<file path="src/rtl/mem_cache_pkg.sv">
// mem_cache_pkg
//   Shared types and helpers for the mem_cache_ctrl cache controller.
//   - cache_state_t : controller FSM states (3-bit encoding)
//   - tag_width()   : tag field width derived from address and index widths
package mem_cache_pkg;

  typedef enum logic [2:0] {
    IDLE   = 3'd0,
    LOOKUP = 3'd1,
    MEM_RD = 3'd2,
    MEM_WR = 3'd3,
    RESP   = 3'd4
  } cache_state_t;

  function automatic int tag_width(input int awidth, input int index_w);
    return awidth - index_w;
  endfunction

endpackage

</file>
<file path="src/rtl/mem_cache_ctrl_if.sv">
// mem_cache_ctrl_if
//   Bundles the CPU request/response bus and the main-memory port of the
//   cache controller.
//   CPU side    : cpu_rd, cpu_wr, cpu_addr, cpu_wdata -> cache
//                 cpu_rdata, cpu_ready               <- cache
//   Memory side : rd_mem, wr_mem, addr_mem, data_in  <- cache
//                 data_out, ready_mem                -> cache
//   Modports    : slave  = the cache controller
//                 master = the CPU plus memory environment driving it
interface mem_cache_ctrl_if #(
  parameter int AWIDTH = 9,
  parameter int DWIDTH = 8
);

  logic              cpu_rd;
  logic              cpu_wr;
  logic [AWIDTH-1:0] cpu_addr;
  logic [DWIDTH-1:0] cpu_wdata;
  logic [DWIDTH-1:0] cpu_rdata;
  logic              cpu_ready;

  logic              rd_mem;
  logic              wr_mem;
  logic [AWIDTH-1:0] addr_mem;
  logic [DWIDTH-1:0] data_in;
  logic [DWIDTH-1:0] data_out;
  logic              ready_mem;

  modport slave (
    input  cpu_rd, cpu_wr, cpu_addr, cpu_wdata, data_out, ready_mem,
    output cpu_rdata, cpu_ready, rd_mem, wr_mem, addr_mem, data_in
  );

  modport master (
    output cpu_rd, cpu_wr, cpu_addr, cpu_wdata, data_out, ready_mem,
    input  cpu_rdata, cpu_ready, rd_mem, wr_mem, addr_mem, data_in
  );

endinterface

</file>
<file path="src/rtl/mem_cache_ctrl_tag_array.sv">
// cache_tag_array
//   Tag/valid/data storage for the direct-mapped cache.
//   Ports:
//     clk, reset          clock and async active-high reset (clears valid bits)
//     rd_index            line to look at
//     rd_valid/tag/data   combinational view of that line
//     wr_en               write wr_data into data_arr[wr_index] this edge
//     wr_fill             together with wr_en: also write the tag and set valid
//     wr_index/tag/data   write port fields
module cache_tag_array
  import mem_cache_pkg::*;
#(
  parameter int INDEX_W = 4,
  parameter int TAG_W   = tag_width(9, 4),
  parameter int DWIDTH  = 8
) (
  input  logic               clk,
  input  logic               reset,
  input  logic [INDEX_W-1:0] rd_index,
  output logic               rd_valid,
  output logic [TAG_W-1:0]   rd_tag,
  output logic [DWIDTH-1:0]  rd_data,
  input  logic               wr_en,
  input  logic               wr_fill,
  input  logic [INDEX_W-1:0] wr_index,
  input  logic [TAG_W-1:0]   wr_tag,
  input  logic [DWIDTH-1:0]  wr_data
);

  localparam int LINES = 1 << INDEX_W;

  logic [LINES-1:0]  valid_q;
  logic [TAG_W-1:0]  tag_q  [LINES];
  logic [DWIDTH-1:0] data_q [LINES];

  assign rd_valid = valid_q[rd_index];
  assign rd_tag   = tag_q[rd_index];
  assign rd_data  = data_q[rd_index];

  // Valid bits are the only storage that reset touches, so a reset
  // invalidates the whole cache without clearing the arrays themselves.
  always_ff @(posedge clk or posedge reset) begin
    if (reset) begin
      valid_q <= '0;
    end else if (wr_en && wr_fill) begin
      valid_q[wr_index] <= 1'b1;
    end
  end

  // Tag and data arrays carry no reset; a line is only trusted once its
  // valid bit has been set by a fill.
  always_ff @(posedge clk) begin
    if (wr_en) begin
      data_q[wr_index] <= wr_data;
      if (wr_fill) begin
        tag_q[wr_index] <= wr_tag;
      end
    end
  end

endmodule

</file>
<file path="src/rtl/mem_cache_ctrl.sv">
// mem_cache_ctrl
//   Direct-mapped, write-through, single-byte-line cache controller placed
//   between a CPU and main memory. Read hits are answered locally, read
//   misses refill one line from memory, and every write goes to memory
//   (updating the cached copy only if the line is already present).
//   Ports:
//     clk, reset          clock and async active-high reset
//     bus (slave)         CPU request/response and memory port, see mem_cache_ctrl_if
//     hit_cnt, miss_cnt   saturating read hit/miss counters
module mem_cache_ctrl
  import mem_cache_pkg::*;
#(
  parameter int AWIDTH  = 9,
  parameter int DWIDTH  = 8,
  parameter int INDEX_W = 4,
  parameter int MEM_LAT = 1,
  parameter int CNT_W   = 8
) (
  input  logic             clk,
  input  logic             reset,
  mem_cache_ctrl_if.slave  bus,
  output logic [CNT_W-1:0] hit_cnt,
  output logic [CNT_W-1:0] miss_cnt
);

  localparam int TAG_W = tag_width(AWIDTH, INDEX_W);
  localparam int LAT_W = (MEM_LAT > 1) ? $clog2(MEM_LAT) : 1;
  localparam logic [LAT_W-1:0] LAT_LOAD = LAT_W'(MEM_LAT - 1);
  localparam logic [CNT_W-1:0] CNT_MAX  = '1;

  cache_state_t state_q, state_d;

  logic [AWIDTH-1:0]  req_addr_q;
  logic [DWIDTH-1:0]  req_wdata_q;
  logic               req_wr_q;
  logic [LAT_W-1:0]   lat_q;

  logic [INDEX_W-1:0] req_index;
  logic [TAG_W-1:0]   req_tag;
  logic               line_valid;
  logic [TAG_W-1:0]   line_tag;
  logic [DWIDTH-1:0]  line_data;
  logic               line_hit;
  logic               last_beat;

  logic               arr_wr_en;
  logic               arr_fill;
  logic [DWIDTH-1:0]  arr_wdata;

  assign req_index = req_addr_q[INDEX_W-1:0];
  assign req_tag   = req_addr_q[AWIDTH-1:INDEX_W];
  assign line_hit  = line_valid && (line_tag == req_tag);
  assign last_beat = (lat_q == '0);

  cache_tag_array #(
    .INDEX_W (INDEX_W),
    .TAG_W   (TAG_W),
    .DWIDTH  (DWIDTH)
  ) u_tags (
    .clk      (clk),
    .reset    (reset),
    .rd_index (req_index),
    .rd_valid (line_valid),
    .rd_tag   (line_tag),
    .rd_data  (line_data),
    .wr_en    (arr_wr_en),
    .wr_fill  (arr_fill),
    .wr_index (req_index),
    .wr_tag   (req_tag),
    .wr_data  (arr_wdata)
  );

  // Next-state and array write controls. The array write happens on the
  // final memory beat: a read fill installs tag+data+valid, a write only
  // refreshes the data if the line is currently cached.
  always_comb begin
    state_d   = state_q;
    arr_wr_en = 1'b0;
    arr_fill  = 1'b0;
    arr_wdata = req_wdata_q;
    unique case (state_q)
      IDLE: begin
        if ((bus.cpu_rd || bus.cpu_wr) && bus.ready_mem) begin
          state_d = LOOKUP;
        end
      end
      LOOKUP: begin
        if (req_wr_q) begin
          state_d = MEM_WR;
        end else if (line_hit) begin
          state_d = RESP;
        end else begin
          state_d = MEM_RD;
        end
      end
      MEM_RD: begin
        arr_wdata = bus.data_out;
        if (last_beat) begin
          state_d   = RESP;
          arr_wr_en = 1'b1;
          arr_fill  = 1'b1;
        end
      end
      MEM_WR: begin
        if (last_beat) begin
          state_d   = RESP;
          arr_wr_en = line_hit;
        end
      end
      RESP: begin
        state_d = IDLE;
      end
      default: begin
        state_d = IDLE;
      end
    endcase
  end

  // State register plus request capture. A simultaneous read+write request
  // is treated as a write.
  always_ff @(posedge clk or posedge reset) begin
    if (reset) begin
      state_q     <= IDLE;
      req_addr_q  <= '0;
      req_wdata_q <= '0;
      req_wr_q    <= 1'b0;
    end else begin
      state_q <= state_d;
      if (state_q == IDLE && state_d == LOOKUP) begin
        req_addr_q  <= bus.cpu_addr;
        req_wdata_q <= bus.cpu_wdata;
        req_wr_q    <= bus.cpu_wr;
      end
    end
  end

  // Memory beat down-counter: loaded while leaving LOOKUP so it reads
  // MEM_LAT-1 in the first strobe cycle and zero in the last one.
  always_ff @(posedge clk or posedge reset) begin
    if (reset) begin
      lat_q <= '0;
    end else if (state_q == LOOKUP) begin
      lat_q <= LAT_LOAD;
    end else if ((state_q == MEM_RD || state_q == MEM_WR) && !last_beat) begin
      lat_q <= lat_q - LAT_W'(1);
    end
  end

  // Bus-facing outputs are registered from the next state so that strobes
  // and cpu_ready line up exactly with the MEM_*/RESP cycles and never glitch.
  always_ff @(posedge clk or posedge reset) begin
    if (reset) begin
      bus.rd_mem    <= 1'b0;
      bus.wr_mem    <= 1'b0;
      bus.addr_mem  <= '0;
      bus.data_in   <= '0;
      bus.cpu_ready <= 1'b0;
    end else begin
      bus.rd_mem    <= (state_d == MEM_RD);
      bus.wr_mem    <= (state_d == MEM_WR);
      bus.addr_mem  <= (state_d == MEM_RD || state_d == MEM_WR) ? req_addr_q : '0;
      bus.data_in   <= (state_d == MEM_WR) ? req_wdata_q : '0;
      bus.cpu_ready <= (state_d == RESP);
    end
  end

  // Read data comes from the array on a hit or straight from memory on the
  // last fill beat; it is held otherwise.
  always_ff @(posedge clk or posedge reset) begin
    if (reset) begin
      bus.cpu_rdata <= '0;
    end else if (state_q == LOOKUP && !req_wr_q && line_hit) begin
      bus.cpu_rdata <= line_data;
    end else if (state_q == MEM_RD && last_beat) begin
      bus.cpu_rdata <= bus.data_out;
    end
  end

  // Hit/miss statistics, counted once per read at lookup time and held at
  // all-ones once full.
  always_ff @(posedge clk or posedge reset) begin
    if (reset) begin
      hit_cnt  <= '0;
      miss_cnt <= '0;
    end else if (state_q == LOOKUP && !req_wr_q) begin
      if (line_hit) begin
        if (hit_cnt != CNT_MAX) begin
          hit_cnt <= hit_cnt + CNT_W'(1);
        end
      end else if (miss_cnt != CNT_MAX) begin
        miss_cnt <= miss_cnt + CNT_W'(1);
      end
    end
  end

endmodule

</file>
<file path="src/flat_wrapper.sv">
// flat-port wrapper written by rule: the top's interface ports become plain ports
module mem_cache_ctrl_flat import mem_cache_pkg::*;
#(
  parameter int AWIDTH  = 9,
  parameter int DWIDTH  = 8,
  parameter int INDEX_W = 4,
  parameter int MEM_LAT = 1,
  parameter int CNT_W   = 8
)
  (clk, reset, hit_cnt, miss_cnt, bus_cpu_rd, bus_cpu_wr, bus_cpu_addr, bus_cpu_wdata, bus_data_out, bus_ready_mem, bus_cpu_rdata, bus_cpu_ready, bus_rd_mem, bus_wr_mem, bus_addr_mem, bus_data_in);
  mem_cache_ctrl_if #(.AWIDTH(AWIDTH), .DWIDTH(DWIDTH)) bus_i ();
  input  logic clk;
  input  logic reset;
  output logic [CNT_W-1:0] hit_cnt;
  output logic [CNT_W-1:0] miss_cnt;
  input wire logic [$bits(bus_i.cpu_rd)-1:0] bus_cpu_rd;
  input wire logic [$bits(bus_i.cpu_wr)-1:0] bus_cpu_wr;
  input wire logic [$bits(bus_i.cpu_addr)-1:0] bus_cpu_addr;
  input wire logic [$bits(bus_i.cpu_wdata)-1:0] bus_cpu_wdata;
  input wire logic [$bits(bus_i.data_out)-1:0] bus_data_out;
  input wire logic [$bits(bus_i.ready_mem)-1:0] bus_ready_mem;
  output wire logic [$bits(bus_i.cpu_rdata)-1:0] bus_cpu_rdata;
  output wire logic [$bits(bus_i.cpu_ready)-1:0] bus_cpu_ready;
  output wire logic [$bits(bus_i.rd_mem)-1:0] bus_rd_mem;
  output wire logic [$bits(bus_i.wr_mem)-1:0] bus_wr_mem;
  output wire logic [$bits(bus_i.addr_mem)-1:0] bus_addr_mem;
  output wire logic [$bits(bus_i.data_in)-1:0] bus_data_in;
  assign bus_i.cpu_rd = bus_cpu_rd;
  assign bus_i.cpu_wr = bus_cpu_wr;
  assign bus_i.cpu_addr = bus_cpu_addr;
  assign bus_i.cpu_wdata = bus_cpu_wdata;
  assign bus_i.data_out = bus_data_out;
  assign bus_i.ready_mem = bus_ready_mem;
  assign bus_cpu_rdata = bus_i.cpu_rdata;
  assign bus_cpu_ready = bus_i.cpu_ready;
  assign bus_rd_mem = bus_i.rd_mem;
  assign bus_wr_mem = bus_i.wr_mem;
  assign bus_addr_mem = bus_i.addr_mem;
  assign bus_data_in = bus_i.data_in;
  mem_cache_ctrl #(.AWIDTH(AWIDTH), .DWIDTH(DWIDTH), .INDEX_W(INDEX_W), .MEM_LAT(MEM_LAT), .CNT_W(CNT_W)) u_core (.clk(clk), .reset(reset), .bus(bus_i), .hit_cnt(hit_cnt), .miss_cnt(miss_cnt));
endmodule
</file>
<file path="config.mk">
export PLATFORM = sky130hd
export DESIGN_NAME = mem_cache_ctrl_flat
export DESIGN_NICKNAME = d
export VERILOG_FILES = /design/src/rtl/mem_cache_pkg.sv /design/src/rtl/mem_cache_ctrl_if.sv /design/src/rtl/mem_cache_ctrl_tag_array.sv /design/src/rtl/mem_cache_ctrl.sv /design/src/flat_wrapper.sv
export SDC_FILE = /design/constraint.sdc
export NUM_CORES = 1
export LEC_CHECK = 0
export ABC_AREA = 1
export BUFFER_PORTS_ARGS = -buffer_cell sky130_fd_sc_hd__buf_2
export CORE_ASPECT_RATIO = 1.5
export CORE_MARGIN = 2
export CORE_UTILIZATION = 60
export DETAILED_ROUTE_END_ITERATION = 10
export GPL_TIMING_DRIVEN = 1
export MAX_ROUTING_LAYER = met4
export PLACE_DENSITY = 0.89
export SLEW_MARGIN = 20
export SYNTH_ARGS = -nofsm -noshare
export SYNTH_HDL_FRONTEND = slang
export SYNTH_SLANG_ARGS = --single-unit
</file>
<file path="constraint.sdc">
create_clock -name clk -period 5.3 [get_ports clk]
set_input_delay 1.06 -clock clk [delete_from_list [all_inputs] [get_ports clk]]
set_output_delay 1.06 -clock clk [all_outputs]
set_load 0.05 [all_outputs]
</file>
After elaboration in Yosys (flattened, before gate mapping)
Memories as Yosys holds them, arrays and structs flattened. A register that Yosys moved wholly into a read port is not among the register bits.
Index checks and enable logic that the tools add are counted.
- logic and storage cells: 75
- flip-flop bits (word level): 74
- memories: 2
- bits in writable memories: 208
- output and inout port bits: 44
- multiplexer cells: 23
- bitwise gates (word level): 3
- add/sub/neg operators: 3
- magnitude comparators: 2
- reductions and logical operators: 19
- eq/ne operators: 10
- memories (memory ; words ; width ; rd ports ; clocked after memory_dff ; write ports ; line ; text):
    u_core.u_tags.data_q ; 16 ; 8 ; 1 ; 1 ; 1 ; mem_cache_ctrl_tag_array.sv:34 ; logic [DWIDTH-1:0] data_q [LINES];
    u_core.u_tags.tag_q ; 16 ; 5 ; 1 ; 0 ; 1 ; mem_cache_ctrl_tag_array.sv:33 ; logic [TAG_W-1:0] tag_q [LINES];
- operators with widths (kind ; count):
    adder 8 x 1 -> 8 bit, second input constant ; 2
    two-way mux 8 bit ; 2
    inequality test 8 bit, second input constant ; 2
    bitwise OR 16 bit ; 1
    == test 3 x 2 -> 1 bit, second input constant ; 4
    two-way mux 1 bit ; 12
    two-way mux 3 bit ; 4
    logical AND 1 bit ; 9
    two-way mux 9 bit ; 1
    one-hot mux 3 bit (3 select lines) ; 1
    == test 3 x 1 -> 1 bit, second input constant ; 2
    AND reduction 3 bit ; 2
    == test 5 bit ; 1
    less-than comparator 4 x 5 -> 1 bit, second input constant ; 1
    binary-select mux 1 bit (select 4 bit) ; 1
    demux 1 bit (select 4 bit) ; 1
    >= comparator 4 x 1 -> 1 bit, second input constant ; 1
    nonzero test 2 bit ; 2
    == test 3 bit, second input constant ; 1
    zero test 3 bit ; 1
    logical OR 1 bit ; 3
    NOT 1 bit ; 2
    one-hot mux 1 bit (2 select lines) ; 1
    OR reduction 2 bit ; 1
    2 further kinds ; 2

Depth between registers and ports, before layout
Gate-level depths: netlist of run 1.
- depth in word-level cells: 9
- depth in mapped cells: 18

Cells and area by module
From an unflattened synthesis of run 1, not the netlist that was laid out.
- cell total of the unflattened synthesis: 1346
- area, all modules: 12988.7 sq um
- by module, submodules not included (module ; times used ; area an instance (sq um) ; sequential area each (sq um) ; cells an instance):
    cache_tag_array ; 1 ; 9892.0 ; 6646.4 ; 992
    mem_cache_ctrl ; 1 ; 3096.7 ; 1651.6 ; 354

Least setup slack after synthesis of run 1
OpenSTA, ideal clock, no wires.
- kind: flip-flop to flip-flop
- start point: register u_core.req_addr_q[1]
- end point: memory u_core.u_tags.data_q[10][0] (enable)
- cell stages (with the launch flop): 15
- slack: 2.678 ns
- period minus slack after synthesis: 2.622 ns
- arrival: 2.247 ns
- cells stage by stage: dfrtp_1 buf_2 inv_2 clkbuf_1 nand2_1 nand3_1 nand2_1 nand2_1 nor2_1 nand2_1 nand2_1 nor2_2 nand4_4 buf_2 a21oi_1
- cells in the longest elaborated chain, start to end: 7
- ends and longest elaborated chain (what ; line ; text):
    from (decl) ; mem_cache_ctrl.sv:33 ; logic [AWIDTH-1:0] req_addr_q;
    from (signal assigned) ; mem_cache_ctrl.sv:130 ; req_addr_q <= bus.cpu_addr;
    memory (16 x 5 bit) or binary-select mux 1 bit (select 4 bit) (tied branches) ; n/a ;
    == test 5 bit or two-way mux 1 bit (tied branches) ; mem_cache_ctrl.sv:52, mem_cache_ctrl_tag_array.sv:36 ;
    logical AND 1 bit ; mem_cache_ctrl.sv:52 ; assign line_hit = line_valid && (line_tag == req_tag);
    two-way mux 1 bit ; mem_cache_ctrl.sv:105 ; if (last_beat) begin
    one-hot mux 1 bit (2 select lines) ; mem_cache_ctrl.sv:81 ; unique case (state_q)
    two-way mux 1 bit ; mem_cache_ctrl_tag_array.sv:53 ; if (wr_en) begin
    two-way mux 1 bit (not written as such) ; mem_cache_ctrl_tag_array.sv:54 ; data_q[wr_index] <= wr_data;
    to (decl) ; mem_cache_ctrl_tag_array.sv:34 ;
Several ways; a longest one is shown, not always the timed one. The select of a mux whose other input is x is not followed.

Worst setup path in the final report of run 1
- start point: register u_core.req_addr_q[0]
- end point: memory u_core.u_tags.data_q[14][2] (enable)
Same word-level chain as after synthesis.

==> out/metrics.csv, run 1 <==
metric,value,unit
Hold Path Sink,u_core.u_tags.valid_q[3],
Die Height,175.2,um
syn nets,1069,
met3 GRT Util,0.03035,
post-synthesis compound-gate area fraction,0.07962,
RSZ-0062 raised after global routing,no,
initial core utilization,0.6119,
DIE AREA,0.02070,mm2
clock power share,0.237,
Pwr Density,588.7,mW/mm2
Psw,3.051,mW
outcome,finished clean,
CTS tree,done,
crit-path max FO,48,
Synth area leaders,"edfxtp_1 (53%), dfrtp_1 (18%), nand2_1 (11%), a22oi_1 (4.1%), nor2_1 (2.3%)",
met2 global-route usage,0.5014,
row cnt,62,
Pleak,5.446,nW
# port buffers,73,
Clock transition at path regs,0.07,ns
hold_sp,u_core.u_tags.valid_q[3],
Skew-Pair Late Insertion Delay,0.52,ns
hold_ws,0.4701,ns
Min-Delay Path Class,reg -> reg,
Sink Count,290,
gr ovfl total,0,
# IOs,74,
placed insts,1335,
largest net degree at the start of global routing,55,
"Seq/Total Area, Yosys",0.7078,
number of library cell types mapped by synthesis,33,
largest area contributor in the netlist,edfxtp_1,
simple-gate share of the synthesized area,0.1651,
Clock Tree Root,clkbuf_16,
sw frac,0.3936,
Comb power frac,0.343,
worst vdd ir,0.4221,mV
Synth top area share,0.5328,
Crit Reg-Reg Endpoint,u_core.u_tags.data_q[14][2],
startpoint class of the critical path,flop,
worst reg2reg path depth,12,
final worst setup slack,0.9806,ns
largest family of logic cells by synthesized area,simple AND/OR/NAND/NOR gates,
WHS Path Cells,2,
GRT Total Usage,0.2889,
Routed Antenna Nets,0,
mapped cell area,0.01172,mm2
crit share post-route,0.8150,
Max Slew Vio Count,0,
post-CTS setup buffer count,0,
max_cap viols,0,
WL final,28950,um
fin util,0.6872,
Final Instance Area,0.01317,mm2
Setup Skew,0.01610,ns
P_int,4.701,mW
GRT busiest layer,met2,
Core Area,0.01916,mm2
H-tree Lvls,1,
Setup WS pre-CTS,1.098,ns
R2R Setup Slk,0.98,ns
synthesis-stage register bit count,290,
total power draw,7.752,mW
Fmax,231.5,MHz
Num CTS Buffers,25,
Cells after Synth,1037,
Max-slew headroom,0.2778,
WS Path Type,reg -> reg,
final count of negative-setup-slack endpoints,0,
DRC viols,0,
drt pass-1 iters,5,
TNS Setup,0,ns
initial antenna violation count,2,
WL/cell,20.95,um
via count,8375,
Critical Path RT,5.45,ns
Placed Area,0.01233,mm2
Slew @ Worst Pin,1.081,ns
crit end category,flop,
Final Non-Filler Cells,1382,
vias in the first global route,8485,
RR Startpoint,u_core.req_addr_q[0],
share of cells above drive strength 1,0.1361,
hold-fix buffers at CTS,0,
die width,118.1,um
# nets final,1138,
grt met1 use,0.3145,
gpl congestion,0.9595,
Fin. Hold Viols,0,
Syn Area/Cell,11.31,um2
mux contribution to synthesized area,0.0009605,
Longest Clk Path Bufs,3,
CTS resizes,0,
post-detailed-placement half-perimeter wirelength,18460,um
xor and xnor fraction of the mapped netlist area,0.009712,
first-pass GRT wire length,44640,um
vias per cell,6.060,
post-layout min period,4.319,ns
Syn. warnings,0,
Adder-Cell Fraction of Synth Area,0.002134,
area grow syn2layout,12.32,%
WP data arrival,4.46,ns
drt initial violations,979,
share of total power in sequential cells,0.420,
[cells in the final DEF, fill, tap and decap left out, types with 25 or more instances in the layout]
cell type and n:
o21ai_0 27, nand2_1 353, buf_2 73, edfxtp_1 208, clkbuf_16 25, a21oi_1 43, nor2_1 69, dfrtp_1 82
inv_1 46, a22oi_1 64
[worst max path at each step]
stage / startpoint / end / slack (ns) / cells past startpoint
4_1_cts: u_core.req_addr_q[0] / u_core.u_tags.data_q[14][2] / 1.04 / 12
2_1_floorplan: reset / u_core.bus.addr_mem[0] / 2.13 / 1
6_report: u_core.req_addr_q[0] / u_core.u_tags.data_q[14][2] / 0.98 / 12
5_1_grt: u_core.req_addr_q[0] / u_core.u_tags.data_q[11][6] / 0.65 / 12
3_5_place_dp: u_core.req_addr_q[0] / u_core.u_tags.data_q[2][1] / 1.10 / 12
3_3_place_gp: u_core.req_addr_q[0] / u_core.u_tags.data_q[14][0] / 1.23 / 12
[synth_stat cells (all sizes together)]
cell type  number
nand2         356
edfxtp        208
dfrtp          82
nor2           75
a22oi          64
inv            53
a21oi          43
o21ai          35
buf            23
nand3          23
clkbuf         20
nand4          14
nor3            9
xor2            8
xnor2           5
or2             4
a21boi          3
clkinv          3
a211oi          2
a22o            2
ha              2
mux2            1
nor4            1
o211ai          1
[critical path, stage by stage (launching register included)]
cell and delay (ns):
dfrtp_1 0.64, buf_4 0.35, nor2_4 0.85, nand2_1 0.11, nand3_1 0.13, nand2_1 0.06
nand2_1 0.12, nor2_1 0.04, nand2_1 0.06, nand2_1 0.08, nor2_2 0.22, nand4_4 0.43
a21oi_1 0.83
[final cells by class]
cell class                      instances  area, um2
Timing Repair Buffer                   85      455.4
Multi-Input combinational cell        648       3048
Fill cell                            1231       5993
Clock buffer                           29      670.6
Antenna cell                            2      5.005
Inverter                               56      211.5
Tap cell                              256      320.3
Sequential cell                       290       8298
Clock inverter                         16      158.9
[metal layers]
metal	vias to the layer above	wire length [um]
met4	0	1976
met1	4005	9223
met5	-	0
met2	548	15340
li1	3681	-
met3	141	2402
[cell families after synthesis]
logic type / after synthesis
compound gates: 150
buf+inv: 99
simple gates: 482
flops: 290
mux: 1
xor+xnor: 13
fa+ha+maj: 2
[registers in the layout (all words and copies together), names as in the netlist, 3 cells and up]
name and cells:
u_core.miss_cnt 8, u_core.bus.data_in 8, u_core.u_tags.valid_q 16, u_core.u_tags.tag_q 80, u_core.u_tags.data_q 128, u_core.req_addr_q 9
u_core.state_q 3, u_core.bus.addr_mem 9, u_core.req_wdata_q 8, u_core.bus.cpu_rdata 8, u_core.hit_cnt 8
[power by group through the flow]
stage               clock, mW  sequential [mW]  combinational [mW]
finish                   1.84             3.26                2.66
global route             1.93             3.28                2.87
CTS                      1.84             3.24                2.61
detailed placement          0             3.28                2.57
global placement            0             3.27                2.50
floorplan                   0             3.47                1.54
(Power assumes the default switching activity.)
==> run 2: changes to the inputs <==
==> constraint.sdc (replaced) <==
create_clock -name clk -period 4.4 [get_ports clk]
set_input_delay 0.88 -clock clk [delete_from_list [all_inputs] [get_ports clk]]
set_output_delay 0.88 -clock clk [all_outputs]
set_load 0.05 [all_outputs]
==> run 2 against run 1 <==
  * Sequential share of layout area about the same
  * Critical path depth unchanged
  * Via count increased by 0.73%
  * Clock skew decreased by 0.0021 ns
  * Flip-flop and latch count unchanged
  * Design area about the same
  * Clock power increased by 17%
  * Highest routed layer unchanged
  * Total power increased by 21%
  * Setup slack got worse by 0.42 ns
  * Utilization about the same
  * Register-to-register slack got worse by 0.42 ns
==> out/metrics.csv, run 2 (synthesis results as in run 1) <==
metric,value,unit,change
outcome,finished clean,,
CTS tree,done,,
Pleak,5.445,nW,about the same
row cnt,62,,unchanged
DIE AREA,0.02070,mm2,unchanged
via count,8436,,+0.73%
area grow syn2layout,12.26,%,about the same
GRT Total Usage,0.2992,,+0.01029
vias per cell,6.091,,+0.51%
WL final,29370,um,+1.5%
WL/cell,21.21,um,+1.3%
Clock transition at path regs,0.07,ns,about the same
share of total power in sequential cells,0.416,,-0.004
WS Path Type,reg -> reg,,
CTS resizes,0,,unchanged
gpl congestion,0.9492,,-1.1%
total power draw,9.365,mW,+21%
P_int,5.629,mW,+20%
die width,118.1,um,unchanged
Longest Clk Path Bufs,3,,unchanged
vias in the first global route,8475,,-0.12%
Max-slew headroom,0.3141,,+0.03623
final count of negative-setup-slack endpoints,0,,unchanged
Placed Area,0.01236,mm2,+0.24%
H-tree Lvls,1,,unchanged
# nets final,1141,,+0.26%
max_cap viols,0,,unchanged
Setup WS pre-CTS,0.6127,ns,-0.4850 ns
sw frac,0.3989,,+0.005358
Reg with most FFs,u_core.u_tags.data_q,,
crit end category,flop,,
worst vdd ir,0.5279,mV,+25%
drt initial violations,962,,-1.7%
post-CTS setup buffer count,0,,unchanged
hold-fix buffers at CTS,0,,unchanged
placed insts,1339,,+0.30%
Fmax,260.2,MHz,+12%
Slew @ Worst Pin,1.029,ns,-0.05191 ns
DRC viols,0,,unchanged
final worst setup slack,0.5565,ns,-0.4241 ns
# port buffers,73,,unchanged
Min-Delay Path Class,reg -> reg,,
WP data arrival,4.00,ns,-0.46 ns
post-detailed-placement half-perimeter wirelength,18920,um,+2.5%
Num CTS Buffers,24,,-4.0%
post-layout min period,3.844,ns,-0.4759 ns
startpoint class of the critical path,flop,,
Core Area,0.01916,mm2,unchanged
Skew-Pair Late Insertion Delay,0.53,ns,about the same
Comb power frac,0.354,,+0.011
Sink Count,290,,unchanged
drt pass-1 iters,5,,unchanged
max reg flops,128,,unchanged
multi-input combinational cell area,0.003048,mm2,unchanged
Max Slew Vio Count,0,,unchanged
Regs by FF count,"u_core.u_tags.data_q: 128 flops, u_core.u_tags.tag_q: 80 flops, u_core.u_tags.valid_q: 16 flops",,
Critical Path RT,4.56,ns,-0.89 ns
Setup Skew,0.01401,ns,-0.002087 ns
crit-path max FO,30,,-38%
Routed Antenna Nets,0,,unchanged
"leading cell type in the layout, fill and taps excluded",nand2_1,,
gr ovfl total,0,,unchanged
initial core utilization,0.6119,,unchanged
Psw,3.736,mW,+22%
RSZ-0062 raised after global routing,no,,
hold_ws,0.4617,ns,-0.008413 ns
Fin. Hold Viols,0,,unchanged
share of cells above drive strength 1,0.1375,,+0.001412
Final Non-Filler Cells,1385,,+0.22%
Pwr Density,711.5,mW/mm2,+21%
clock power share,0.230,,-0.007
fillers,1229,,-0.16%
Clock Tree Root,clkbuf_16,,
Die Height,175.2,um,unchanged
largest net degree at the start of global routing,55,,unchanged
Final Instance Area,0.01316,mm2,about the same
initial antenna violation count,2,,unchanged
TNS Setup,0,ns,unchanged
first-pass GRT wire length,45930,um,+2.9%
fin util,0.6869,,about the same
Seq. cell area,0.008298,mm2,unchanged
most frequent cells in the layout,"nand2_1 (353), edfxtp_1 (208), dfrtp_1 (82)",,
crit share post-route,0.8735,,+0.05854
# IOs,74,,unchanged
-- run 2: final cells by class --
type | count | share of cell area
antenna | 2 | 0.0003803
tap | 256 | 0.02434
timing repair buffer | 89 | 0.03689
clock inverter | 17 | 0.01217
sequential | 290 | 0.6305
clock buffer | 27 | 0.04810
inverter | 56 | 0.01607
multi-input combinational | 648 | 0.2316
-- run 2: worst max-delay path, cell delays in order (launching register included) --
cell     delay (ns)
dfrtp_1        0.59
buf_4          0.28
nor2_4         0.58
nand2_1        0.11
nand3_1        0.11
nand2_1        0.05
nand2_1        0.11
nor2_1         0.04
nand2_1        0.05
nand2_1        0.07
nor2_2         0.25
nand4_4        0.43
a21oi_1        0.78
-- run 2: path summary, 6_finish.rpt --
check	slack [ns]	cells after the start	endpoint	from
hold / removal	0.46	2	u_core.u_tags.valid_q[5]	u_core.u_tags.valid_q[5]
setup reg to reg	0.56	12	u_core.u_tags.data_q[14][4]	u_core.req_addr_q[0]
max in group asynchronous	2.96	3	u_core.req_wdata_q[2]	reset
setup / recovery	0.56	12	u_core.u_tags.data_q[14][4]	u_core.req_addr_q[0]
hold reg to reg	0.46	2	u_core.u_tags.valid_q[5]	u_core.u_tags.valid_q[5]
min in group asynchronous	0.48	2	u_core.hit_cnt[5]	reset
-- run 2: power groups by stage --
stage               registers (mW)  logic (mW)  clock network [mW]
finish                        3.90        3.31                2.16
global route                  3.93        3.57                2.25
CTS                           3.88        3.24                2.16
detailed placement            3.93        3.17                   0
global placement              3.92        3.10                   0
floorplan                     4.18        1.86                   0
-- run 2: per-layer routing --
| layer | track usage | vias up | part of all wire |
|---|---|---|---|
| li1 | - | 3699 | - |
| met1 | 0.3263 | 4000 | 0.33 |
| met2 | 0.5132 | 575 | 0.52 |
| met3 | 0.03851 | 162 | 0.082 |
| met4 | 0.1948 | 0 | 0.068 |
| met5 | - | - | 0 |
